<file path="src/rtl/baud_pkg.sv">
// Shared types and constants for the fractional-N baud tick generator.
package baud_pkg;

  localparam int DEF_INT_W     = 16;
  localparam int DEF_FRAC_W    = 4;
  localparam int DEF_OVS       = 16;
  localparam int MIDI_DIV_100M = 200;
  localparam int MIN_DIV_INT   = 2;

  typedef struct packed {
    logic [DEF_INT_W-1:0]  ipart;
    logic [DEF_FRAC_W-1:0] fpart;
  } div_cfg_t;

endpackage

</file>
<file path="src/rtl/baud_frac_period.sv">
// Fractional period counter: cnt/acc/ext state, emits a registered 1-cycle os_tick
// in the cycle where cnt == P-1, with P = active.ipart + ext.
module baud_frac_period
  import baud_pkg::*;
#(
  parameter int  INT_W  = DEF_INT_W,
  parameter int  FRAC_W = DEF_FRAC_W,
  parameter type cfg_t  = div_cfg_t
) (
  input  logic clk,
  input  logic reset,
  input  logic clear,
  input  cfg_t active,
  output logic os_tick
);

  logic [INT_W-1:0]  r_cnt;
  logic [FRAC_W-1:0] r_acc;
  logic              r_ext;
  logic              r_tick;
  logic [INT_W:0]    w_term;
  logic [FRAC_W:0]   w_sum;

  // Tick is registered, so decide one cycle early (cnt == P-2); P can reach 2^INT_W.
  assign w_term = {1'b0, active.ipart} + {{INT_W{1'b0}}, r_ext} - (INT_W+1)'(2);
  assign w_sum  = {1'b0, r_acc} + {1'b0, active.fpart};

  always_ff @(posedge clk) begin
    if (reset || clear) begin
      r_cnt  <= '0;
      r_acc  <= '0;
      r_ext  <= 1'b0;
      r_tick <= 1'b0;
    end else begin
      r_tick <= ({1'b0, r_cnt} == w_term);
      r_cnt  <= r_tick ? '0 : r_cnt + 1'b1;
      if (r_tick) {r_ext, r_acc} <= w_sum;
    end
  end

  assign os_tick = r_tick;

endmodule

</file>
<file path="src/rtl/baud_gen_frac.sv">
// Fractional-N oversample tick generator with shadowed divisor, resync and
// bit-centre / bit-end decode from an OVS-deep oversample index.
module baud_gen_frac
  import baud_pkg::*;
#(
  parameter int INT_W        = DEF_INT_W,
  parameter int FRAC_W       = DEF_FRAC_W,
  parameter int OVS          = DEF_OVS,
  parameter int RST_DIV_INT  = MIDI_DIV_100M,
  parameter int RST_DIV_FRAC = 0
) (
  input  logic                    clk,
  input  logic                    reset,
  input  logic                    enable,
  input  logic [INT_W-1:0]        div_int,
  input  logic [FRAC_W-1:0]       div_frac,
  input  logic                    div_load,
  input  logic                    resync,
  output logic                    os_tick,
  output logic                    mid_tick,
  output logic                    bit_tick,
  output logic [$clog2(OVS)-1:0]  os_phase,
  output logic                    cfg_err
);

  localparam int PH_W = $clog2(OVS);

  typedef struct packed {
    logic [INT_W-1:0]  ipart;
    logic [FRAC_W-1:0] fpart;
  } cfg_t;

  localparam cfg_t RST_CFG = '{ipart: INT_W'(RST_DIV_INT), fpart: FRAC_W'(RST_DIV_FRAC)};

  cfg_t            r_active, r_shadow, w_shadow_n;
  logic            r_pending, w_pend_n;
  logic            r_cfg_err;
  logic            r_en_q;
  logic [PH_W-1:0] r_phase;
  logic            w_load_ok, w_clear, w_tick, w_boundary;

  assign w_load_ok  = div_load && (div_int >= INT_W'(MIN_DIV_INT));
  assign w_shadow_n = w_load_ok ? cfg_t'{ipart: div_int, fpart: div_frac} : r_shadow;
  assign w_pend_n   = w_load_ok || r_pending;
  // First enabled cycle after a low period restarts phase exactly like resync.
  assign w_clear    = !enable || resync || !r_en_q;
  assign w_boundary = w_clear || w_tick;

  baud_frac_period #(
    .INT_W  (INT_W),
    .FRAC_W (FRAC_W),
    .cfg_t  (cfg_t)
  ) u_period (
    .clk     (clk),
    .reset   (reset),
    .clear   (w_clear),
    .active  (r_active),
    .os_tick (w_tick)
  );

  always_ff @(posedge clk) begin
    if (reset) begin
      r_active  <= RST_CFG;
      r_shadow  <= RST_CFG;
      r_pending <= 1'b0;
      r_cfg_err <= 1'b0;
      r_en_q    <= 1'b0;
      r_phase   <= '0;
    end else begin
      r_en_q   <= enable;
      r_shadow <= w_shadow_n;
      if (div_load) r_cfg_err <= !w_load_ok;
      // A load landing on a boundary takes effect at that same boundary.
      if (w_boundary && w_pend_n) begin
        r_active  <= w_shadow_n;
        r_pending <= 1'b0;
      end else begin
        r_pending <= w_pend_n;
      end
      if (w_clear)     r_phase <= '0;
      else if (w_tick) r_phase <= r_phase + 1'b1;
    end
  end

  assign os_tick  = w_tick;
  assign mid_tick = w_tick && (r_phase == PH_W'(OVS/2-1));
  assign bit_tick = w_tick && (r_phase == PH_W'(OVS-1));
  assign os_phase = r_phase;
  assign cfg_err  = r_cfg_err;

endmodule

</file>
<file path="config.mk">
export PLATFORM = sky130hd
export DESIGN_NAME = baud_gen_frac
export DESIGN_NICKNAME = d
export VERILOG_FILES = /design/src/rtl/baud_pkg.sv /design/src/rtl/baud_frac_period.sv /design/src/rtl/baud_gen_frac.sv
export SDC_FILE = /design/constraint.sdc
export NUM_CORES = 1
export LEC_CHECK = 0
export CORE_ASPECT_RATIO = 1.5
export CORE_MARGIN = 4
export CORE_UTILIZATION = 50
export CTS_CLUSTER_SIZE = 24
export DETAILED_ROUTE_END_ITERATION = 16
export GPL_TIMING_DRIVEN = 0
export PLACE_DENSITY = 0.71
export SLEW_MARGIN = 20
export SYNTH_ARGS = -nofsm -noshare
export SYNTH_HDL_FRONTEND = slang
export SYNTH_SLANG_ARGS = --single-unit
</file>
<file path="constraint.sdc">
create_clock -name clk -period 3.3 [get_ports clk]
set_input_delay 0.33 -clock clk [delete_from_list [all_inputs] [get_ports clk]]
set_output_delay 0.33 -clock clk [all_outputs]
set_load 0.05 [all_outputs]
</file>
==> reports/results.ini <==
[power]
pwr_density_cell_nw_per_um2 = 480
vdd_drop_max_mv = 0.482
power_uw = 1870
leakage_uw = 0.00146

[timing]
worst_slew_pin_slew_ps = 721
max_freq_mhz = 349
period_needed_ps = 2860
rsz0062_at_grt = no
finalHoldViolations = 0
setup_viol = 0
post-route-period-util_pct = 86.8
maxSlewHeadroom_pct = 51.9
setup_tns_ps = 0
slew_violations = 0
fin_skew_ps = 5.94

[worst_setup_path]
crit_fanout = 6
crit_type = reg -> reg
slowest_delay_ps = 450
cpMostUsedCell = ha_1
arrival_ps = 3090
timing.rr.end = u_period.os_tick
r2r_slack_ps = 440
crit_path_top_delay_cell = or4b_1
cp_cell_sequence = ha_1 > inv_1 > ha_1 > or4b_1 > clkbuf_1 > nor4_2 > xnor2_1 > nor4_1 > o211ai_1 > a2111oi_2
critPathBufInv = 2
cp-start-kind = register
r2r_start = r_active[4]
crit_required_ps = 3530
crit_family = simple AND/OR/NAND/NOR gates
reg2regPathDepth = 10
end_kind = register

[status]
status = finished, final reports clean

[die]
die_area_um2 = 7890
fp.dieW_um = 73.9
core_um2 = 6220
die_h_um = 107
start_util_pct = 52.4
ios = 33
rows = 35

[synthesis]
async_flop_share_pct = 0
synth_top_area_share_pct = 42.4
synth_edf_count = 0
synth_top_flop_cell = dfxtp_1
yosys-top-cells-count = nor2_1 (73), dfxtp_1 (69), mux2i_1 (27)
synth.most_common_cell = nor2_1
yosys_warnings = 0
synth_seq_cells = 69
synth_area_leader_cell = dfxtp_1
ys_top_cells_by_area = dfxtp_1 (42%), nor2_1 (8.4%), mux2i_1 (8.3%), xnor2_1 (5.4%), a211oi_1 (4.4%)
synth_nets = 393
seq_area_frac_synth_pct = 42.4
syn_area_per_cell_um2 = 9.07
ys_types = 48
synth_area_um2 = 3260
syn_inst = 359

[global_route]
grt_start_max_net_pins = 13
grt_use_total_pct = 18.5
grt_pass1_wl_mm = 11.4
first_global_vias = 2513
grt_antenna_before_repair = 0
gr-total-overflow = 0

[clock_network]
cts_resized = 0
cts-hold-fix-buffers = 0
root_buffer = clkbuf_8
cts.reportedPaths.clkPinSlew_ps = 80
cts_setup_buffers = 0
h-tree-depth = 3
cts_sinks = 69
clock_latency_ps = 340
cts_buffers = 9
clk_path_buf_depth = 2
cts_tree = yes

[routing]
route.detailed.drc = 0
drt_iter0_drc = 124
wirelength_mm = 6.65
vias = 2552
wl_per_cell_um = 13.9
vias_per_cell = 5.32
drtAntennaViolNets = 0
firstDrtPassIters = 4

[final_layout]
area_growth_pct = 19.5
fillers = 559
drive_above_1_share_pct = 6.90
diodes = 0
layout.nets = 435

[flow_run]
drv_cap = 0

[place]
gp_congestion = 0.777
port_buffers = 31
hpwl_mm = 5.06

[hold_path]
whs_path_depth = 2
hp-class = in -> reg
min_to = r_en_q
hp-start = reset

placed cells by master (no fill, tap or decap), types with 2 or more instances in the layout:
cell	netlist	routed
nand2_1	7	7
a21o_1	2	2
a211oi_1	19	19
bufinv_16	0	2
o21ai_0	6	6
or4_1	3	3
xnor2_1	20	20
o31ai_1	2	2
inv_1	12	12
nor3_1	7	7
nor4_2	2	2
xor2_1	14	14
nor2_1	73	73
or4b_1	2	2
nor4_1	5	5
clkbuf_1	19	19
a41oi_1	2	2
dfxtp_1	69	69
ha_1	8	8
and3_1	4	4
nand2b_1	4	4
mux2i_1	27	27
a21oi_1	8	8
clkbuf_8	0	11
clkdlybuf4s50_1	0	31
a211o_1	4	4
nand4_1	3	3
nand3_1	10	10
or3_1	5	5
cell families (layout without fill, tap and decap cells):
kind of cell	count (synthesis)	in the layout	share of synthesized area, %
simple gates	132	132	19.9
buf+inv	35	82	4.42
fa+ha+maj	9	9	3.69
mux	29	29	8.99
xor+xnor	34	34	9.15
compound gates	51	51	11.4
flops	69	69	42.4
metal layers:
layer / vias to the layer above / GRT usage (%) / wire length (um)
li1: 1335 / - / -
met1: 1165 / 22.5 / 2850
met2: 38 / 30.9 / 3440
met3: 14 / 3.47 / 212
met4: 0 / 8.55 / 143
met5: - / 0 / 0
stage by stage:
step / hold WS, ps / util [%] / setup WS, ps / cells / instance area [um^2]
after floorplan: 442 / - / 880 / 359 / 3260
after global placement: 461 / 58.8 / 437 / 464 / 3660
after detailed placement: 461 / 58.8 / 422 / 464 / 3660
after CTS: 340 / 62.6 / 423 / 480 / 3890
after global routing: 389 / 62.6 / 282 / 480 / 3890
final: 344 / 62.6 / 435 / 480 / 3890
state kept, by name, indices dropped and copies added (netlist names):
register / cells
r_en_q: 1
r_active: 20
u_period.r_acc: 4
r_shadow: 20
r_pending: 1
u_period.os_tick: 1
u_period.r_cnt: 16
os_phase: 4
cfg_err: 1
u_period.r_ext: 1
area by class of cell:
type | count | area, um^2 | area share [%]
clock buffer | 11 | 151 | 3.89
buffer | 23 | 98.8 | 2.54
tap | 74 | 92.6 | 2.38
inverter | 12 | 45.0 | 1.16
clock inverter | 5 | 81.3 | 2.09
sequential | 69 | 1380 | 35.5
multi-input combinational | 255 | 1730 | 44.5
timing repair buffer | 31 | 310 | 7.97
worst max path at each step:
stage / from / end / slack [ps] / depth (start not counted)
final: r_active[4] / u_period.os_tick / 440 / 10
after global routing: r_active[4] / u_period.os_tick / 280 / 10
after CTS: r_active[4] / u_period.os_tick / 420 / 10
after detailed placement: resync / u_period.os_tick / 420 / 8
after global placement: enable / u_period.os_tick / 440 / 8
after floorplan: r_active[4] / u_period.os_tick / 880 / 10
report_power, final:
group,leakage (uW),internal [uW],switching [uW]
sequential,0.000565,867,25.8
combinational,0.000781,91.1,96.5
clock,0.000116,468,320
Power figures use the tool's default switching activity.
